$ cat config.mk
export PLATFORM = sky130hd
export DESIGN_NAME = csa_exp_adder
export DESIGN_NICKNAME = d
export VERILOG_FILES = /design/src/rtl/fp16_pkg.sv /design/src/rtl/csa_row.sv /design/src/rtl/csa_exp_adder.sv
export SDC_FILE = /design/constraint.sdc
export NUM_CORES = 1
export LEC_CHECK = 0
export CORE_AREA = 2 2 39 41
export DETAILED_ROUTE_END_ITERATION = 10
export DIE_AREA = 0 0 41 43
export PLACE_DENSITY = 0.73
export SETUP_SLACK_MARGIN = 0.4
export SYNTH_ARGS = -nofsm -noshare
export SYNTH_HDL_FRONTEND = slang
export SYNTH_SLANG_ARGS = --single-unit
$ cat constraint.sdc
create_clock -name clk -period 0.8 [get_ports clk]
set_clock_uncertainty 0.1 [all_clocks]
set_input_delay 0.16 -clock clk [delete_from_list [all_inputs] [get_ports clk]]
set_output_delay 0.16 -clock clk [all_outputs]
set_load 0.05 [all_outputs]
$ cat src/rtl/fp16_pkg.sv
// Constants and types shared by the FP16 multiplier stages.
package fp16_pkg;

    localparam int EXP_W = 5;
    localparam int BIAS  = (1 << (EXP_W - 1)) - 1;
    localparam int MAN_W = 10;

    // Wide enough to hold expA + expB - BIAS + inc without wrap.
    typedef logic signed [EXP_W+1:0] exp_ext_t;

endpackage

$ cat src/rtl/csa_row.sv
// 3:2 carry-save compressor: one full adder per bit, carry vector left unshifted.
module csa_row #(
    parameter int W = 7
) (
    input  logic [W-1:0] i_a,
    input  logic [W-1:0] i_b,
    input  logic [W-1:0] i_c,
    output logic [W-1:0] o_sum,
    output logic [W-1:0] o_carry
);

    generate
        for (genvar gi = 0; gi < W; gi++) begin : g_fa
            assign o_sum[gi]   = i_a[gi] ^ i_b[gi] ^ i_c[gi];
            assign o_carry[gi] = (i_a[gi] & i_b[gi]) | (i_a[gi] & i_c[gi]) | (i_b[gi] & i_c[gi]);
        end
    endgenerate

endmodule

$ cat src/rtl/csa_exp_adder.sv
// FP16 multiplier exponent stage: expA + expB - BIAS + inc, registered with range flags.
module csa_exp_adder #(
    parameter int EXP_W = fp16_pkg::EXP_W,
    parameter int BIAS  = fp16_pkg::BIAS
) (
    input  logic             clk,
    input  logic             rst_n,
    input  logic             in_valid,
    input  logic [EXP_W-1:0] expA,
    input  logic [EXP_W-1:0] expB,
    input  logic             inc,
    output logic             out_valid,
    output logic [EXP_W-1:0] exp,
    output logic             ovf,
    output logic             unf
);

    localparam int EXT_W = EXP_W + 2;
    localparam logic [EXT_W-1:0] NEG_BIAS = EXT_W'(-BIAS);
    localparam logic [EXT_W-2:0] OVF_TH   = (EXT_W-1)'((1 << EXP_W) - 1);

    logic [EXT_W-1:0] w_a;
    logic [EXT_W-1:0] w_b;
    logic [EXT_W-1:0] w_sum;
    logic [EXT_W-1:0] w_carry;
    logic [EXT_W-1:0] w_r;
    logic             w_ovf;
    logic             w_unf;
    logic             w_unused_carry_msb;

    logic             r_valid;
    logic [EXP_W-1:0] r_exp;
    logic             r_ovf;
    logic             r_unf;

    assign w_a = {2'b00, expA};
    assign w_b = {2'b00, expB};

    csa_row #(
        .W (EXT_W)
    ) u_csa_row (
        .i_a     (w_a),
        .i_b     (w_b),
        .i_c     (NEG_BIAS),
        .o_sum   (w_sum),
        .o_carry (w_carry)
    );

    // The carry MSB shifts out of the internal width; the result never needs it.
    assign w_unused_carry_msb = w_carry[EXT_W-1];

    assign w_r = w_sum + {w_carry[EXT_W-2:0], 1'b0} + {{(EXT_W-1){1'b0}}, inc};

    // w_r is two's complement: MSB set means negative.
    assign w_ovf = ~w_r[EXT_W-1] & (w_r[EXT_W-2:0] >= OVF_TH);
    assign w_unf = w_r[EXT_W-1] | (w_r == '0);

    always_ff @(posedge clk or negedge rst_n) begin
        if (!rst_n) begin
            r_valid <= 1'b0;
            r_exp   <= '0;
            r_ovf   <= 1'b0;
            r_unf   <= 1'b0;
        end else begin
            r_valid <= in_valid;
            r_exp   <= w_r[EXP_W-1:0];
            r_ovf   <= w_ovf;
            r_unf   <= w_unf;
        end
    end

    assign out_valid = r_valid;
    assign exp       = r_exp;
    assign ovf       = r_ovf;
    assign unf       = r_unf;

endmodule

# [Yosys cells after proc, flatten, opt, wreduce, memory -nomap -nowiden]
# Cells that the tools add are included.
# Widths: inputs -> output; s select.
[classes] addsub=2 order_cmp=1 bitwise=19 reduce_logical=1
[op_table] operator="$add 7x1->7" count=1
[op_table] operator="$add 7x6->7" count=1
[op_table] operator="$logic_not 7->1" count=1
[op_table] operator="$and 1x1->1" count=6
[op_table] operator="$ge 6x5->1 const B" count=1
[op_table] operator="$or 1x1->1" count=5
[op_table] operator="$xor 1x1->1" count=5
[op_table] operator="$not 1->1" count=3
[word_totals] register_bits=8 in_bits=14 out_inout_bits=8 word_cells=27

# [Longest topological paths before layout]
# Gate-level depths: netlist of run 1.
[depth] depth_word=7 depth_mapped=10 ltp_nobuf=10

# [Hierarchy]
# Synthesis of run 1 repeated with hierarchy kept, for this count alone.
[hier_totals] cells_unflattened=57 hier_area_um2=694.4
[by_module_without_submodules] module="csa_exp_adder" instances=1 cells_each=50 area_per_inst_um2=554.3 seq_area_each_um2=200.2
[by_module_without_submodules] module="csa_row" instances=1 cells_each=7 area_per_inst_um2=140.1 seq_area_each_um2=0.0

# [Worst setup path before layout of run 1]
# OpenSTA, ideal clock, no wires.
[synth_path] path_kind="input port to flip-flop" startpoint="in expA[0]" endpoint="reg r_unf (netlist: unf)" setup_time_ns=0.065 arrival_time_ns=1.926 required_ns=0.635 path_slack_ns=-1.291 path_stages=10 path_buffers=0 cell_sequence="inv_1 -> ha_1 -> inv_1 -> ha_1 -> fa_1 -> a21oi_1 -> o21bai_2 -> xor2_2 -> nor4_1 -> o22a_1"
[synth_between] elab_chain_cells=7 word_cells_on_any_way=9 cone_classes="2 x add/sub; 6 x bitwise; 1 x reduce/logical"
[synth_rtl] element="from (decl)" line_no="csa_exp_adder.sv:9" rtl="input logic [EXP_W-1:0] expA,"
[synth_rtl] element="$and 1x1->1" line_no="csa_row.sv:15" rtl="assign o_carry[gi] = (i_a[gi] & i_b[gi]) | (i_a[gi] & i_c[gi]) | (i_b[gi] & i_c[gi]);"
[synth_rtl] element="$or 1x1->1 (2 in a row)" line_no="csa_row.sv:15"
[synth_rtl] element="$add 7x6->7 *" line_no="csa_exp_adder.sv:52" rtl="assign w_r = w_sum + {w_carry[EXT_W-2:0], 1'b0} + {{(EXT_W-1){1'b0}}, inc};"
[synth_rtl] element="$add 7x1->7 *" line_no="csa_exp_adder.sv:52"
[synth_rtl] element="net w_r[4]" line_no="csa_exp_adder.sv:26" rtl="logic [EXT_W-1:0] w_r;"
[synth_rtl] element="$logic_not 7->1 *" line_no="csa_exp_adder.sv:56" rtl="assign w_unf = w_r[EXT_W-1] | (w_r == '0);"
[synth_rtl] element="$or 1x1->1 *" line_no="csa_exp_adder.sv:56"
[synth_rtl] element="net w_unf" line_no="csa_exp_adder.sv:28" rtl="logic w_unf;"
[synth_rtl] element="to (signal assigned)" line_no="csa_exp_adder.sv:68" rtl="r_unf <= w_unf;"
[synth_rtl] element="to (decl)" line_no="csa_exp_adder.sv:34" rtl="logic r_unf;"
# The timed path passes the listed nets; every way through them passes the cells marked *.

# [Worst setup path after layout of run 1]
# Ends and elaborated chain as after synthesis.

==> results of run 1 <==
## timing repair
item                                    4_1_cts  5_1_grt
resized for setup                            48       12
pin swaps                                    22        8
endpoints found under the setup margin       24       15
endpoints found under the hold margin         8        8
buffers inserted                              5        1
## cell families after synthesis
group,count (synthesis),synth area share
buf+inv,9,0.0614
flops,8,0.364
simple gates,11,0.120
xor+xnor,2,0.0455
fa+ha+maj,11,0.264
compound gates,10,0.145
## placed cells by master, fill, tap and decap left out, drive strengths merged, types with 2 or more instances in the layout
cell	instances
clkbuf	4
dfrtp	8
clkdlybuf4s50	2
nor2	3
dlygate4sd2	5
nor4	2
ha	10
buf	26
inv	9
xor2	2
clkdlybuf4s15	2
o22a	2
## layout make-up
class | count | share of cell area
multi-input cells | 34 | 0.413
repair buffers | 35 | 0.345
flip-flops and latches | 8 | 0.168
inverters | 9 | 0.0371
clock buffers | 4 | 0.0211
well taps | 16 | 0.0161
## flip-flops by register name, indices dropped and copies added, names as in the netlist
name	count
ovf	1
out_valid	1
exp	5
unf	1
## final timing paths
kind                           from             endpoint
worst min-delay path          rst_n     exp[3]$_DFF_PN0_
max in group asynchronous     rst_n        ovf$_DFF_PN0_
min in group clk           in_valid  out_valid$_DFF_PN0_
worst max-delay path        expA[0]        unf$_DFF_PN0_
## power by group through the flow
| stage | Combinational, mW | Clock, mW | Sequential, mW |
|---|---|---|---|
| 2_1_floorplan | 0.358 | 0 | 0.820 |
| 6_report | 1.59 | 0.325 | 0.567 |
| 5_1_grt | 1.68 | 0.373 | 0.575 |
| 4_1_cts | 1.41 | 0.332 | 0.569 |
| 3_3_place_gp | 1.20 | 0 | 0.569 |
| 3_5_place_dp | 1.22 | 0 | 0.574 |
## metal layers
layer  vias up  track usage
li1        258            -
met1       262        0.234
met2        24        0.350
met3         6       0.0157
met4         0        0.140
met5         -            0
==> key figures, run 1 <==
Synthesis
  – Gate Count Post-Synth: 51
  – Top-count cell post-synth: ha_1
  – Post-synth cell types: 25
  – Synth area leaders: dfrtp_1 36%, ha_1 23%, inv_1 5.5%
  – Ys Warns: 0
  – Synth async-reset ratio: 1.00
  – Syn Std Cell Area: between 500 and 600 µm²
  – Seq/Total Area, Yosys: 0.364
  – Most used DFF post-synth: dfrtp_1
  – List of most frequent post-synthesis cells: 10 x ha_1, 8 x dfrtp_1, 8 x inv_1
  – Synth Net Count: between 70 and 80
  – Number of synthesized register bits: 8
  – Synth top area share: 0.364
  – Syn Area/Cell: 10.8 µm²
  – Synth area leader: dfrtp_1
  – Post-synth EDFFs: 0

Place
  – RD Place Congestion: 0.651
  – Pre-CTS setup slack: -1.91 ns
  – DPL Wire Length: between 900 and 1000 µm
  – Placed insts: 96
  – Port Buffer Count: 21
  – Placed cell area: approximately 1000 µm²

Global routing
  – Vias in the first global route: between 500 and 600
  – Largest net degree at the start of global routing: 9
  – Initial antenna violation count: 0
  – First-pass GRT wire length: 2430 µm
  – GRT overflow: 0
  – GRT Util Overall: 0.209

Clock tree
  – Clock-pin slew on the worst setup and hold paths: approximately 0.060 ns
  – H-Tree Depth: 1
  – TritonCTS Sinks: 8
  – CTS tree: yes
  – Clk root buf: clkbuf_4
  – Maximum buffer depth of the clock tree: 2
  – CTS buffer count: 3

Routing
  – Avg Vias per Cell: 5.19
  – Drt wl/cell: 16.2 µm
  – Via count: 550
  – Wire length on met2: ~970 µm
  – Drt total wl: 1720 µm
  – Antenna viol nets, final: 0
  – Met3 wire length: 84 µm
  – Iter 0 DRT Violations: 8
  – DR top layer: met4
  – DRC viols: 0
  – DRT met1 WL: about 630 µm
  – First drt pass iteration count: 2

Floorplanning
  – DIE WIDTH: 41 µm
  – Initial Util: 0.398
  – Die area: between 1500 and 2000 µm²
  – Ports: 22
  – Die height: 43 µm
  – Core Rows: 14
  – Core area: 1380 µm²

Power
  – Sequential Power Share: 0.228
  – Internal power: 1.52 mW
  – Power, Total: 2.49 mW
  – Net switching power: just under 1 mW
  – Sw Share: 0.388
  – PD cells: 2000 nW/µm²
  – Comb pwr share: 0.641
  – Static Leakage: around 0.53 nW
  – IR drop worst, VDD: 0.00136 V
  – Clock power frac: 0.131

Critical path
  – CP Capture Type: flip-flop
  – CP bufs+invs: 3
  – Crit Path Max Fanout: 2
  – Required time of the worst setup path: just under 0.9 ns
  – CP max stage delay: 0.38 ns
  – Worst Path Arrival: 2.02 ns
  – CP cell instances: buf_8, inv_8, ha_4, inv_2, ha_4, fa_2, xor2_2, or3_4, nor4_4, o22a_1
  – Top Family by Delay on Critical Path: adder cells
  – CP Depth: 10
  – Slowest CP cell: fa_2
  – Critical Path Start Type: input pin
  – Critical path's most frequent cell: ha_4
  – CP Class: input pin to flip-flop

Cells and area
  – Register area: roughly 210 µm²
  – Post-route insts no fill: about 110
  – Antenna cells: 0
  – Layout cells sized above 1: 0.722
  – Final Cell Area: 1250 µm²
  – Fin nets: 116
  – Synth-to-layout area growth: 126%
  – Filler cells: 52
  – End-of-flow core utilization: 0.901
  – Area of the multi-input gates: 514 µm²

STA
  – Slew HR: 0.776
  – Max Clk Rate: 0.515 GHz
  – Endpoints failing hold: 8
  – Count of final setup violators: 15
  – Post-layout minimum cycle time: 1.94 ns
  – Worst slew pin tran: around 0.34 ns
  – Tcrit/Tclk final: 2.43
  – Unrepaired setup endpoints after global routing: yes
  – Hold_ws: -0.187 ns
  – Pins Over Slew Limit: 0
  – Setup tns final: -7.31 ns
  – Setup ws final: -1.14 ns

Outcome
  – Status: finished, violations left
  – Failing checks: hold timing, setup timing

Min path
  – Hold Crit Class: input pin to async pin

Flow run
  – Max-Cap Viols: 0
(Power assumes the default switching activity.)
==> inputs of run 2 (changes only) <==
Settings changed: RECOVER_POWER set to 100, SKIP_LAST_GASP set to 1.
==> run 2 against run 1 <==
Compared with the run above: combinational power decreased by 3%; sequential cell count unchanged; clock-buffer cell count unchanged; the run still ends with hold timing, setup timing left; fmax about the same.
==> key figures, run 2 (synthesis gave the netlist of run 1 again) <==
Clock tree
  – Clk root buf: clkbuf_4 (unchanged)
  – H-Tree Depth: 1 (unchanged)
  – CTS buffer count: 3 (unchanged)
  – Maximum buffer depth of the clock tree: 2 (unchanged)
  – TritonCTS Sinks: 8 (unchanged)
  – Clock-pin slew on the worst setup and hold paths: 0.05 ns (was 0.06 ns)
  – CTS tree: yes (unchanged)

Global routing
  – GRT overflow: 0 (unchanged)
  – Initial antenna violation count: 0 (unchanged)
  – First-pass GRT wire length: 2330 µm (was 2430 µm)
  – Vias in the first global route: 553 (was 570)
  – Largest net degree at the start of global routing: 9 (unchanged)
  – GRT Util Overall: 0.201 (was 0.209)

Critical path
  – Top Family by Delay on Critical Path: adder cells (unchanged)
  – Critical Path Start Type: input pin (unchanged)
  – Setup crit start: expB[0] (was expA[0])
  – CP max stage delay: 0.38 ns (about the same)
  – Worst Path Arrival: 1.96 ns (was 2.02 ns)
  – CP Class: input pin to flip-flop (unchanged)
  – Crit Path Max Fanout: 2 (unchanged)
  – Critical path's most frequent cell: ha_4 (unchanged)
  – CP Depth: 12 (was 10)
  – CP Capture Type: flip-flop (unchanged)
  – Required time of the worst setup path: 0.82 ns (was 0.88 ns)
  – Crit path to: ovf$_DFF_PN0_ (was unf$_DFF_PN0_)
  – CP cell instances: buf_8, inv_6, ha_4, inv_2, ha_4, fa_2, xor2_2, buf_4, buf_6, and3_4, a31oi_1, o211ai_1 (was buf_8, inv_8, ha_4, inv_2, ha_4, fa_2, xor2_2, or3_4, nor4_4, o22a_1)
  – Slowest CP cell: fa_2 (unchanged)
  – CP bufs+invs: 5 (was 3)

Cells and area
  – Layout cells sized above 1: 0.697 (was 0.722)
  – Filler cells: 58 (was 52)
  – Synth-to-layout area growth: 123% (was 126%)
  – Final Cell Area: 1230 µm² (was 1250 µm²)
  – Antenna cells: 0 (unchanged)
  – Fin nets: 115 (was 116)
  – Max reg flops: 5 (unchanged)
  – Commonest non-fill, non-tap cells in the layout: 8 x buf_6, 8 x buf_12, 7 x ha_4, 7 x dfrtp_2, 6 x buf_4 (was 10 x buf_6, 8 x buf_12, 7 x ha_4, 7 x dfrtp_2)
  – Post-route insts no fill: 105 (was 106)

Power
  – Net switching power: 935 µW (was 966 µW)
  – Clock power frac: 0.134 (was 0.131)
  – PD cells: 1980 nW/µm² (was 2000 nW/µm²)
  – Internal power: 1.49 mW (was 1.52 mW)
  – Sequential Power Share: 0.233 (was 0.228)
  – Static Leakage: 0.519 nW (was 0.532 nW)
  – Comb pwr share: 0.633 (was 0.641)
  – Sw Share: 0.385 (was 0.388)
  – IR drop worst, VDD: 0.00110 V (was 0.00136 V)

Routing
  – Via count: 531 (was 550)
  – Drt wl/cell: 13.7 µm (was 16.2 µm)
  – Drt total wl: 1430 µm (was 1720 µm)
  – First drt pass iteration count: 4 (was 2)
  – DRC viols: 0 (unchanged)
  – Antenna viol nets, final: 0 (unchanged)
  – Avg Vias per Cell: 5.06 (was 5.19)
  – Iter 0 DRT Violations: 4 (was 8)

Min path
  – Hold Crit Class: input pin to async pin (unchanged)

Floorplanning
  – DIE WIDTH: 41 µm (unchanged)
  – Core area: 1380 µm² (unchanged)
  – Die area: 1760 µm² (unchanged)
  – Initial Util: 0.398 (unchanged)
  – Ports: 22 (unchanged)
  – Die height: 43 µm (unchanged)
  – Core Rows: 14 (unchanged)

STA
  – Post-layout minimum cycle time: 1.94 ns (about the same)
  – Setup ws final: -1.14 ns (about the same)
  – Pins Over Slew Limit: 0 (unchanged)
  – Setup tns final: -7.22 ns (was -7.31 ns)
  – Count of final setup violators: 15 (unchanged)
  – Max Clk Rate: 0.516 GHz (was 0.515 GHz)
  – Worst slew pin tran: 0.344 ns (was 0.337 ns)
  – Hold_ws: -0.201 ns (was -0.187 ns)
  – Tcrit/Tclk final: 2.42 (was 2.43)
  – Slew HR: 0.771 (was 0.776)
  – Unrepaired setup endpoints after global routing: yes (unchanged)
  – Endpoints failing hold: 8 (unchanged)

Place
  – Placed insts: 96 (unchanged)
  – Placed cell area: 1020 µm² (unchanged)
  – Port Buffer Count: 21 (unchanged)
  – DPL Wire Length: 988 µm (unchanged)
  – RD Place Congestion: 0.651 (unchanged)
  – Pre-CTS setup slack: -1.91 ns (unchanged)

Flow run
  – Max-Cap Viols: 0 (unchanged)

Outcome
  – Failing checks: hold timing, setup timing (unchanged)
  – Status: finished, violations left (unchanged)
==> run 2: changes by cell type in the layout (fill, tap and decap cells not counted), sizes merged <==
cell / change
buf: -1
==> run 2: worst min-delay path by stage <==
stage / start / end
floorplan: rst_n / exp[0]$_DFF_PN0_
CTS: rst_n / exp[3]$_DFF_PN0_
finish: rst_n / exp[3]$_DFF_PN0_
global route: rst_n / exp[3]$_DFF_PN0_
detailed placement: rst_n / unf$_DFF_PN0_
global placement: rst_n / unf$_DFF_PN0_
==> run 2: power by group through the flow <==
stage / clock (mW) / sequential, mW / combinational (mW)
2_1_floorplan: 0 / 0.820 / 0.358
3_3_place_gp: 0 / 0.569 / 1.20
3_5_place_dp: 0 / 0.574 / 1.22
4_1_cts: 0.332 / 0.569 / 1.40
5_1_grt: 0.359 / 0.574 / 1.63
6_report: 0.325 / 0.566 / 1.54
==> run 2: area by class of cell <==
type | count | area, µm² | share of cell area
timing repair buffer | 34 | 415 | 0.338
inverter | 9 | 46.3 | 0.0377
tap | 16 | 20.0 | 0.0163
multi-input combinational | 34 | 510 | 0.416
sequential | 8 | 209 | 0.170
clock buffer | 4 | 26.3 | 0.0214
==> run 2: what timing repair did <==
action                                  in CTS  in global routing
buffers inserted                             5                  0
resized for setup                           47                 11
pin swaps                                   22                  9
endpoints found under the setup margin      24                 15
hold endpoints to repair                     8                  8
==> run 2: routing by layer <==
metal	wire length, µm	track usage
met1	545	0.227
met2	769	0.331
met3	81	0.0157
met4	38	0.140
met5	0	0
==> run 2: stage by stage <==
stage | power (mW) | utilization
CTS | 2.30 | 0.834
floorplan | 1.18 | -
global placement | 1.77 | 0.736
detailed placement | 1.79 | 0.736
global route | 2.57 | 0.887
finish | 2.43 | 0.887
==> inputs of run 3 (changes only) <==
Settings changed: ABC_CLOCK_PERIOD_IN_PS set to 800, CORE_AREA 2 2 39 41 to not set, CORE_UTILIZATION set to 30, CTS_CLUSTER_SIZE set to 10, DIE_AREA 0 0 41 43 to not set, PLACE_DENSITY 0.73 to 0.55.
==> run 3 against run 2 <==
Compared with the run above: the flow still finishes with violations (hold timing, setup timing); critical path type unchanged; global-route usage down 6.1 points; clock-buffer cell count unchanged; cell area down 1.6%; core utilization fell by 19 points; combinational power decreased by 5%; first-iteration DRC count stayed put; cell count up 12%; clock power fell by 3%; sequential power about the same.
==> key figures, run 3 (synthesis gave the netlist of run 1 again) <==
Floorplanning
  – DIE WIDTH: 44.8 µm (was 41 µm)
  – Core Rows: 15 (was 14)
  – Initial Util: 0.319 (was 0.398)
  – Die height: 44.8 µm (was 43 µm)
  – Die area: 2010 µm² (was 1760 µm²)
  – Ports: 22 (unchanged)
  – Core area: 1730 µm² (was 1380 µm²)

Cells and area
  – Commonest non-fill, non-tap cell in the layout: buf_6
  – Fin nets: 119 (was 115)
  – Commonest non-fill, non-tap cells in the layout: 9 x buf_6, 8 x buf_12, 7 x dfrtp_2 (was 8 x buf_6, 8 x buf_12, 7 x ha_4, 7 x dfrtp_2, 6 x buf_4)
  – Max reg flops: 5 (unchanged)
  – Final Cell Area: 1210 µm² (was 1230 µm²)
  – End-of-flow core utilization: 0.699 (was 0.887)
  – Layout cells sized above 1: 0.624 (was 0.697)
  – Synth-to-layout area growth: 119% (was 123%)
  – Antenna cells: 0 (unchanged)

STA
  – Setup ws final: -1.19 ns (was -1.14 ns)
  – Hold_ws: -0.147 ns (was -0.201 ns)
  – Setup tns final: -7.26 ns (was -7.22 ns)
  – Max Clk Rate: 0.504 GHz (was 0.516 GHz)
  – Pins Over Slew Limit: 0 (unchanged)
  – Unrepaired setup endpoints after global routing: yes (unchanged)
  – Post-layout minimum cycle time: 1.99 ns (was 1.94 ns)
  – Endpoints failing hold: 8 (unchanged)
  – Slew HR: 0.832 (was 0.771)
  – Count of final setup violators: 15 (unchanged)
  – Tcrit/Tclk final: 2.48 (was 2.42)
  – Worst slew pin tran: 0.251 ns (was 0.344 ns)

Routing
  – Drt wl/cell: 10.9 µm (was 13.7 µm)
  – DRC viols: 0 (unchanged)
  – Antenna viol nets, final: 0 (unchanged)
  – First drt pass iteration count: 4 (unchanged)
  – Iter 0 DRT Violations: 4 (unchanged)
  – Via count: 523 (was 531)
  – Drt total wl: 1290 µm (was 1430 µm)
  – Avg Vias per Cell: 4.43 (was 5.06)

Clock tree
  – CTS tree: yes (unchanged)
  – Clk root buf: clkbuf_4 (unchanged)
  – Maximum buffer depth of the clock tree: 2 (unchanged)
  – Clock-pin slew on the worst setup and hold paths: 0.05 ns (about the same)
  – H-Tree Depth: 1 (unchanged)
  – TritonCTS Sinks: 8 (unchanged)
  – CTS buffer count: 3 (unchanged)

Outcome
  – Failing checks: hold timing, setup timing (unchanged)
  – Status: finished, violations left (unchanged)

Min path
  – Hold Crit Class: input pin to async pin (unchanged)

Critical path
  – Crit Path Max Fanout: 4 (was 2)
  – Critical Path Start Type: input pin (unchanged)
  – Required time of the worst setup path: 0.88 ns (was 0.82 ns)
  – Setup crit start: expA[0] (was expB[0])
  – CP Class: input pin to flip-flop (unchanged)
  – CP Capture Type: flip-flop (unchanged)
  – Worst Path Arrival: 2.07 ns (was 1.96 ns)

Global routing
  – Initial antenna violation count: 0 (unchanged)
  – Vias in the first global route: 523 (was 553)
  – Largest net degree at the start of global routing: 6 (was 9)
  – GRT Util Overall: 0.140 (was 0.201)
  – GRT overflow: 0 (unchanged)
  – First-pass GRT wire length: 2050 µm (was 2330 µm)

Power
  – Static Leakage: 0.521 nW (was 0.519 nW)
  – Power, Total: 2.35 mW (was 2.43 mW)
  – PD cells: 1940 nW/µm² (was 1980 nW/µm²)
  – IR drop worst, VDD: 0.000866 V (was 0.00110 V)

Flow run
  – Max-Cap Viols: 0 (unchanged)

Place
  – Placed cell area: 1040 µm² (was 1020 µm²)
  – RD Place Congestion: 0.701 (was 0.651)
  – DPL Wire Length: 1000 µm (was 988 µm)
  – Port Buffer Count: 21 (unchanged)
[run 3: per-stage QoR]
stage          setup slack (ns)  cells
3_5_place_dp              -1.87    107
5_1_grt                   -1.26    118
4_1_cts                   -1.16    117
6_report                  -1.19    118
3_3_place_gp              -1.85    107
2_1_floorplan             -1.22     51
[run 3: path summary, 6_finish.rpt]
kind / endpoint / cells after the start
setup / recovery: unf$_DFF_PN0_ / 12
hold / removal: exp[2]$_DFF_PN0_ / 2
max in group asynchronous: exp[4]$_DFF_PN0_ / 2
min in group clk: out_valid$_DFF_PN0_ / 1
[run 3: routing by layer]
metal,part of all wire,track usage,vias up
met5,0,0,-
met3,0.049,0.0400,0
met4,0,0.0364,0
met2,0.57,0.259,17
met1,0.38,0.156,243
li1,-,-,263
[run 3: where the power goes]
group	total (mW)	switching, mW	internal (mW)
combinational	1.47	0.685	0.785
sequential	0.565	0.0645	0.500
clock	0.314	0.124	0.190
total	2.35	0.873	1.48
[run 3: cell type report]
| class | count | area [µm²] |
|---|---|---|
| Fill cell | 132 | 519 |
| Timing Repair Buffer | 38 | 437 |
| Inverter | 9 | 46.3 |
| Multi-Input combinational cell | 34 | 458 |
| Tap cell | 25 | 31.3 |
| Sequential cell | 8 | 209 |
| Clock buffer | 4 | 26.3 |
[run 3: timing repair]
action	4_1_cts	5_1_grt
endpoints found under the hold margin	8	8
setup endpoints to repair	24	15
buffers inserted	6	1
gates resized for setup	41	8
pin swaps	18	7
[run 3: worst max-delay path: stages]
cell	delay (ns)
buf_8	0.08
inv_8	0.03
ha_4	0.24
inv_2	0.04
ha_4	0.15
fa_2	0.35
buf_6	0.13
a21oi_4	0.14
o21bai_4	0.11
xor2_4	0.18
nor4_2	0.30
o22a_1	0.16
